$ cat src/rtl/huffman_coder_param_if.sv
// Avalon-MM slave bus of the Huffman coder, grouped as one interface.
//   chipselect : access qualifier; nothing happens unless it is high
//   address    : 0 = encode symbol, 1 = LUT write, 2 = finalize / FIFO pop,
//                3 = status / control
//   write/read : access strobes
//   writedata  : write data
//   readdata   : read data, combinational from the current address
//   empty_out  : output FIFO empty
//   full_out   : output FIFO count >= FIFO_DEPTH-1
interface huffman_coder_param_if;
  logic        chipselect;
  logic [1:0]  address;
  logic        write;
  logic        read;
  logic [31:0] writedata;
  logic [31:0] readdata;
  logic        empty_out;
  logic        full_out;

  modport master (
    output chipselect, address, write, read, writedata,
    input  readdata, empty_out, full_out
  );

  modport slave (
    input  chipselect, address, write, read, writedata,
    output readdata, empty_out, full_out
  );
endinterface

$ cat src/rtl/huffman_coder_param.sv
// Table-driven Huffman encoder with an Avalon-MM register interface.
// Symbols written to address 0 are looked up in a code/length LUT and their
// codes are packed MSB-first into OUT_W-bit words, which queue in a
// show-ahead output FIFO read back through address 2.
//   clock  : single clock, all state on the rising edge
//   resetn : asynchronous active-low reset
//   bus    : Avalon-MM slave (see huffman_coder_param_if)
module huffman_coder_param #(
  parameter int SYM_W      = 6,
  parameter int CODE_W     = 8,
  parameter int LEN_W      = 4,
  parameter int OUT_W      = 32,
  parameter int FIFO_DEPTH = 8
) (
  input  logic                  clock,
  input  logic                  resetn,
  huffman_coder_param_if.slave  bus
);

  localparam int ACC_W  = OUT_W + CODE_W;
  localparam int PEND_W = $clog2(ACC_W + 1);
  localparam int AW     = $clog2(FIFO_DEPTH);
  localparam int CNT_W  = AW + 1;
  localparam int LUT_D  = 1 << SYM_W;
  localparam int ENT_W  = CODE_W + LEN_W;
  localparam logic [ACC_W-1:0] ONE       = 1;
  localparam logic [CNT_W-1:0] FULL_CNT  = CNT_W'(FIFO_DEPTH);
  localparam logic [CNT_W-1:0] NEAR_FULL = CNT_W'(FIFO_DEPTH - 1);

  // Bus decode
  logic enc_wr, lut_wr, fin_wr, ctl_wr, pop_rd, flag_clr, soft_clr;
  assign enc_wr   = bus.chipselect && bus.write && (bus.address == 2'd0);
  assign lut_wr   = bus.chipselect && bus.write && (bus.address == 2'd1);
  assign fin_wr   = bus.chipselect && bus.write && (bus.address == 2'd2);
  assign ctl_wr   = bus.chipselect && bus.write && (bus.address == 2'd3);
  assign pop_rd   = bus.chipselect && bus.read  && (bus.address == 2'd2);
  assign flag_clr = ctl_wr && bus.writedata[0];
  assign soft_clr = ctl_wr && bus.writedata[1];

  logic unused_wdata;
  assign unused_wdata = ^bus.writedata;

  // LUT entry is {code, len}, the same layout as the writedata field above
  // the symbol index, so a LUT write stores that slice verbatim. The read
  // port is registered; a LUT write in the same cycle as an encode of the
  // same entry leaves the encode with the old contents.
  logic [ENT_W-1:0] lut_mem [LUT_D];
  logic [ENT_W-1:0] lut_rd_q;
  logic [CODE_W-1:0] lut_code;
  logic [LEN_W-1:0]  lut_len;

  always_ff @(posedge clock) begin
    if (lut_wr) lut_mem[bus.writedata[SYM_W-1:0]] <= bus.writedata[SYM_W+ENT_W-1:SYM_W];
    if (enc_wr) lut_rd_q <= lut_mem[bus.writedata[SYM_W-1:0]];
  end

  assign lut_code = lut_rd_q[ENT_W-1:LEN_W];
  assign lut_len  = lut_rd_q[LEN_W-1:0];

  // State
  logic              s1_valid_q, s1_valid_d;  // stage holds a symbol or token
  logic              s1_fin_q, s1_fin_d;      // stage holds the finalize token
  logic [ACC_W-1:0]  acc_q, acc_d;            // left-aligned pending bits
  logic [PEND_W-1:0] pend_q, pend_d;
  logic [PEND_W-1:0] last_q, last_d;
  logic              ovf_q, ovf_d, udf_q, udf_d, err_q, err_d;
  logic [AW-1:0]     wr_ptr_q, wr_ptr_d, rd_ptr_q, rd_ptr_d;
  logic [CNT_W-1:0]  cnt_q, cnt_d;
  logic [OUT_W-1:0]  fifo_mem [FIFO_DEPTH];

  logic              push_req, fifo_we, pop, len_ok;
  logic [OUT_W-1:0]  push_word;
  logic [ACC_W-1:0]  code_ext, mask, appended;
  int                sum;

  assign len_ok = (lut_len != '0) && (int'(lut_len) <= CODE_W);

  always_comb begin
    acc_d      = acc_q;
    pend_d     = pend_q;
    last_d     = last_q;
    ovf_d      = ovf_q;
    udf_d      = udf_q;
    err_d      = err_q;
    s1_valid_d = enc_wr || fin_wr;
    s1_fin_d   = fin_wr;
    wr_ptr_d   = wr_ptr_q;
    rd_ptr_d   = rd_ptr_q;
    cnt_d      = cnt_q;
    push_req   = 1'b0;
    push_word  = '0;
    code_ext   = '0;
    code_ext[CODE_W-1:0] = lut_code;
    mask       = (ONE << lut_len) - ONE;
    sum        = int'(pend_q) + int'(lut_len);
    // New bits land directly below the pending ones; only meaningful when
    // len_ok, otherwise the shift result is discarded.
    appended   = acc_q | ((code_ext & mask) << (ACC_W - sum));

    if (s1_valid_q) begin
      if (s1_fin_q) begin
        last_d = pend_q;
        if (pend_q != '0) begin
          // Bits below the pending ones are already zero: that is the pad.
          push_req  = 1'b1;
          push_word = acc_q[ACC_W-1 -: OUT_W];
          acc_d     = '0;
          pend_d    = '0;
        end
      end else if (!len_ok) begin
        err_d = 1'b1;
      end else if (sum >= OUT_W) begin
        push_req  = 1'b1;
        push_word = appended[ACC_W-1 -: OUT_W];
        acc_d     = appended << OUT_W;
        pend_d    = PEND_W'(sum - OUT_W);
      end else begin
        acc_d  = appended;
        pend_d = PEND_W'(sum);
      end
    end

    pop = pop_rd && (cnt_q != '0);
    if (pop_rd && (cnt_q == '0)) udf_d = 1'b1;

    // A pop on the same edge frees the slot the push needs.
    fifo_we = push_req && !soft_clr && ((cnt_q != FULL_CNT) || pop);
    if (push_req && !soft_clr && !fifo_we) ovf_d = 1'b1;

    if (fifo_we) wr_ptr_d = wr_ptr_q + AW'(1);
    if (pop)     rd_ptr_d = rd_ptr_q + AW'(1);
    if (fifo_we && !pop)      cnt_d = cnt_q + CNT_W'(1);
    else if (!fifo_we && pop) cnt_d = cnt_q - CNT_W'(1);

    if (flag_clr) begin
      ovf_d = 1'b0;
      udf_d = 1'b0;
      err_d = 1'b0;
    end
    if (soft_clr) begin
      acc_d      = '0;
      pend_d     = '0;
      s1_valid_d = 1'b0;
      s1_fin_d   = 1'b0;
      wr_ptr_d   = '0;
      rd_ptr_d   = '0;
      cnt_d      = '0;
    end
  end

  always_ff @(posedge clock or negedge resetn) begin
    if (!resetn) begin
      s1_valid_q <= 1'b0;
      s1_fin_q   <= 1'b0;
      acc_q      <= '0;
      pend_q     <= '0;
      last_q     <= '0;
      ovf_q      <= 1'b0;
      udf_q      <= 1'b0;
      err_q      <= 1'b0;
      wr_ptr_q   <= '0;
      rd_ptr_q   <= '0;
      cnt_q      <= '0;
    end else begin
      s1_valid_q <= s1_valid_d;
      s1_fin_q   <= s1_fin_d;
      acc_q      <= acc_d;
      pend_q     <= pend_d;
      last_q     <= last_d;
      ovf_q      <= ovf_d;
      udf_q      <= udf_d;
      err_q      <= err_d;
      wr_ptr_q   <= wr_ptr_d;
      rd_ptr_q   <= rd_ptr_d;
      cnt_q      <= cnt_d;
    end
  end

  always_ff @(posedge clock) begin
    if (fifo_we) fifo_mem[wr_ptr_q] <= push_word;
  end

  // Read mux
  logic [31:0] status;
  always_comb begin
    status        = '0;
    status[7:0]   = 8'(pend_q);
    status[15:8]  = 8'(cnt_q);
    status[23:16] = 8'(last_q);
    status[24]    = ovf_q;
    status[25]    = udf_q;
    status[26]    = err_q;
    status[27]    = s1_valid_q;
    case (bus.address)
      2'd2:    bus.readdata = (cnt_q != '0) ? 32'(fifo_mem[rd_ptr_q]) : 32'd0;
      2'd3:    bus.readdata = status;
      default: bus.readdata = 32'd0;
    endcase
  end

  assign bus.empty_out = (cnt_q == '0);
  assign bus.full_out  = (cnt_q >= NEAR_FULL);

endmodule

$ cat src/flat_wrapper.sv
// flat-port wrapper written by rule: the top's interface ports become plain ports
module huffman_coder_param_flat 
#(
  parameter int SYM_W      = 6,
  parameter int CODE_W     = 8,
  parameter int LEN_W      = 4,
  parameter int OUT_W      = 32,
  parameter int FIFO_DEPTH = 8
)
  (clock, resetn, bus_chipselect, bus_address, bus_write, bus_read, bus_writedata, bus_readdata, bus_empty_out, bus_full_out);
  huffman_coder_param_if bus_i ();
  input  logic clock;
  input  logic resetn;
  input wire logic [$bits(bus_i.chipselect)-1:0] bus_chipselect;
  input wire logic [$bits(bus_i.address)-1:0] bus_address;
  input wire logic [$bits(bus_i.write)-1:0] bus_write;
  input wire logic [$bits(bus_i.read)-1:0] bus_read;
  input wire logic [$bits(bus_i.writedata)-1:0] bus_writedata;
  output wire logic [$bits(bus_i.readdata)-1:0] bus_readdata;
  output wire logic [$bits(bus_i.empty_out)-1:0] bus_empty_out;
  output wire logic [$bits(bus_i.full_out)-1:0] bus_full_out;
  assign bus_i.chipselect = bus_chipselect;
  assign bus_i.address = bus_address;
  assign bus_i.write = bus_write;
  assign bus_i.read = bus_read;
  assign bus_i.writedata = bus_writedata;
  assign bus_readdata = bus_i.readdata;
  assign bus_empty_out = bus_i.empty_out;
  assign bus_full_out = bus_i.full_out;
  huffman_coder_param #(.SYM_W(SYM_W), .CODE_W(CODE_W), .LEN_W(LEN_W), .OUT_W(OUT_W), .FIFO_DEPTH(FIFO_DEPTH)) u_core (.clock(clock), .resetn(resetn), .bus(bus_i));
endmodule
$ cat config.mk
export PLATFORM = sky130hd
export DESIGN_NAME = huffman_coder_param_flat
export DESIGN_NICKNAME = d
export VERILOG_FILES = /design/src/rtl/huffman_coder_param_if.sv /design/src/rtl/huffman_coder_param.sv /design/src/flat_wrapper.sv
export SDC_FILE = /design/constraint.sdc
export NUM_CORES = 1
export LEC_CHECK = 0
export CORE_ASPECT_RATIO = 1.25
export CORE_MARGIN = 1.5
export CORE_UTILIZATION = 50
export CTS_CLUSTER_DIAMETER = 80
export DETAILED_ROUTE_END_ITERATION = 16
export PLACE_DENSITY = 0.66
export SLEW_MARGIN = 25
export SYNTH_ARGS = -nofsm -noshare
export SYNTH_HDL_FRONTEND = slang
export SYNTH_SLANG_ARGS = --single-unit
export TNS_END_PERCENT = 10
$ cat constraint.sdc
create_clock -name clock -period 7.75 [get_ports clock]
set_input_delay 0.775 -clock clock [delete_from_list [all_inputs] [get_ports clock]]
set_output_delay 0.775 -clock clock [all_outputs]
set_load 0.05 [all_outputs]
==> results_dict.tcl <==
set metrics [dict create \
    skew_ns 0.0318 \
    path_buf_inv 1 \
    drcViolationCount 0 \
    drt_iter0_drc 2812 \
    power.switching_w 0.00343 \
    die_w_um 265 \
    crit_top_cell "ha_1" \
    overflow 0 \
    slowest_delay_ns 0.71 \
    cts_buffer_depth 3 \
    slowest_stage "ha_1" \
    p_leak_nw 15.6 \
    ys_ff_latch 1103 \
    die_h_um 330 \
    syn_to_final_growth_pct 12.6 \
    yosysSeqAreaShare_pct 76.6 \
    crit_chain "ha_1, inv_2, ha_1, xor3_1, nor4b_1, a211oi_1, o22a_1, or4_1, o32ai_1, a31oi_1, nor2_1" \
    slew_headroom_pct 25.8 \
    async_flop_share_pct 6.07 \
    fin_nets 2704 \
    synthFlopType "edfxtp_1" \
    crit_arrival_ns 5.21 \
    fmax_mhz 209 \
    holdPathStages 2 \
    hold_slack_ns 0.490 \
    endpoint_kind "flop" \
    clkTransAtPathRegs_ns 0.06 \
    worst_slew_pin_slew_ns 1.10 \
    die-area_um2 87400 \
    drive_above_1_share_pct 13.9 \
    numCtsBuffers 104 \
    placementRows 119 \
    path_delay_family "simple AND/OR/NAND/NOR gates" \
    slew_viol_final 0 \
    vias 24662 \
    final.period_utilization_pct 61.9 \
    synth_edf_count 1036 \
    syn_nets 2600 \
    finalSetupViolCount 0 \
    cts_sinks 1103 \
    combPwrFrac_pct 13.7 \
    grt_pass1_vias 24821 \
    cts_tree "yes" \
    insertion_delay_ns 0.69 \
    p_sw_share_pct 25.7 \
    drtPass1Iterations 5 \
    status "complete, no violations" \
    ant_nets 0 \
    viasPerCell 6.45 \
    routedWlPerCell_um 28.4 \
    place_hpwl_um 63100 \
    antenna_cells 0 \
    final-hold-violation-count 0 \
    power.internal_w 0.00990 \
    pwr-share-seq_pct 50.0 \
    finalWirelength_um 109000 \
    synthesis.area_um2 42800 \
    ys_warn_count 0 \
    cp-start-kind "flop" \
    dp.cells 3634 \
    final_cells 3824 \
    place_congestion 0.963 \
    crit_type "flop to flop" \
    grtUsageTotal_pct 24.9 \
    period_minus_slack_ns 4.80 \
    grt_pass1_wl_um 161000 \
    power.density_nw_per_um2 276 \
    reg2reg_depth 11 \
    io-pin-count 73 \
    clockPowerShare_pct 36.3 \
    antenna_found_initial 1 \
    initial_core_util_pct 50.6 \
    crit_fanout 19 \
    htree_levels 3 \
    cp.depth 11 \
    hold_path.class "flop to flop" \
    clock-root-buffer "clkbuf_16" \
    avgSynthCellArea_um2 16.8 \
    totalNegativeSetupSlack_ns 0 \
    crit_required_ns 8.16 \
    core_um2 84600 \
    cts.repair.resized 0 \
    max-vdd-ir-drop_mv 0.275 \
    synth_cell_types 83 \
    port_buffers 58 \
    max-cap-violations 0 \
    rsz0062_at_grt "no" \
    grt_max_degree 81 \
    syn_inst 2548 \
]
per-layer routing:
layer / vias to the layer above / part of all wire (%) / wire (um) / track usage [%]
li1: 10683 / - / - / -
met1: 12720 / 38 / 41700 / 31.4
met2: 1060 / 52 / 56200 / 44.2
met3: 199 / 6.7 / 7230 / 3.35
met4: 0 / 3.2 / 3520 / 9.03
met5: - / 0 / 0 / 0
stage by stage:
step | util (%) | setup slack, ns | total power [W] | area, um^2
detailed placement | 53.2 | 2.86 | 0.00861 | 45000
finish | 57.0 | 2.95 | 0.0133 | 48200
floorplan | - | 2.57 | 0.00802 | 42800
global route | 57.0 | 2.67 | 0.0138 | 48200
CTS | 57.0 | 2.89 | 0.0134 | 48200
global placement | 53.2 | 2.91 | 0.00858 | 45000
placed cells by master, fill, tap and decap left out, types with 10 or more instances in the layout:
cell,synthesis,final
nand2b_1,11,11
a21oi_1,78,78
nand4_1,26,26
and2_1,10,10
nor4_1,16,15
clkbuf_16,0,106
a22o_1,84,84
mux4_2,64,64
dfrtp_1,67,64
nor3_1,18,12
edfxtp_1,1036,1036
nor2_1,189,173
ha_1,11,11
o21ai_0,55,55
clkinv_2,0,21
a31oi_1,93,93
a22oi_1,228,228
clkdlybuf4s50_1,0,45
inv_1,19,19
clkbuf_1,120,27
clkinv_1,0,18
mux2i_1,38,38
buf_4,1,109
nand3_1,28,28
a221oi_1,84,84
nand2_1,81,81
tightest hold or removal path, stage by stage (launching register included):
cell     delay [ns]
dfrtp_1        0.35
nand2_1        0.05
o21ai_0        0.06
kinds of logic after synthesis:
family | share of synthesized area, %
compound gates | 11.8
mux | 4.44
fa+ha+maj | 0.415
simple gates | 4.73
xor+xnor | 0.391
flops | 76.6
buf+inv | 1.64
state kept, by name (all words and copies together) (netlist names):
signal and flops:
u_core.udf_q 1, u_core.wr_ptr_q 3, u_core.lut_mem 768, u_core.rd_ptr_q 3, u_core.s1_valid_q 1, u_core.pend_q 6
u_core.cnt_q 4, u_core.ovf_q 1, u_core.lut_rd_q 12, u_core.fifo_mem 256, u_core.err_q 1, u_core.acc_q 40
u_core.last_q 6, u_core.s1_fin_q 1
area by class of cell:
cell class	count	area, um^2
clock inverters	55	445
well taps	1089	1360
multi-input cells	1263	9490
inverters	20	75.1
flip-flops and latches	1103	32800
repair buffers	160	1320
fillers	6385	36300
clock buffers	134	2770
power groups by stage:
stage               Clock (W)  Combinational, W  Sequential [W]
floorplan                   0           0.00132         0.00671
global placement            0           0.00180         0.00678
detailed placement          0           0.00182         0.00678
CTS                   0.00491           0.00183         0.00666
global route          0.00513           0.00196         0.00667
finish                0.00484           0.00183         0.00666
synthesized netlist by cell type, types with 32 or more instances:
master,instances,area [um^2]
a21oi_1,78,390
mux4_2,64,1440
buf_1,32,120
nand2_1,81,304
o21ai_0,55,275
a22oi_1,228,1710
clkbuf_1,120,450
a22o_1,84,736
a221oi_1,84,736
edfxtp_1,1036,31100
nor2_1,189,709
a31oi_1,93,582
dfrtp_1,67,1680
mux2i_1,38,380
timing repair:
item,in CTS,in global routing
endpoints found under the hold margin,14,0
hold buffers,1,0
setup buffers,0,0
final timing paths:
check	startpoint	end	slack, ns
max in group asynchronous	resetn	u_core.rd_ptr_q[0]$_DFFE_PN0P_	6.14
hold reg to reg	u_core.last_q[1]$_DFFE_PN0P_	u_core.last_q[1]$_DFFE_PN0P_	0.49
min in group asynchronous	resetn	u_core.acc_q[20]$_DFFE_PN0P_	0.52
setup reg to reg	u_core.lut_rd_q[0]$_DFFE_PP_	u_core.fifo_mem[6][28]$_DFFE_PP_	2.95
setup / recovery	u_core.lut_rd_q[0]$_DFFE_PP_	u_core.fifo_mem[6][28]$_DFFE_PP_	2.95
hold / removal	u_core.last_q[1]$_DFFE_PN0P_	u_core.last_q[1]$_DFFE_PN0P_	0.49
(Power assumes the default switching activity.)
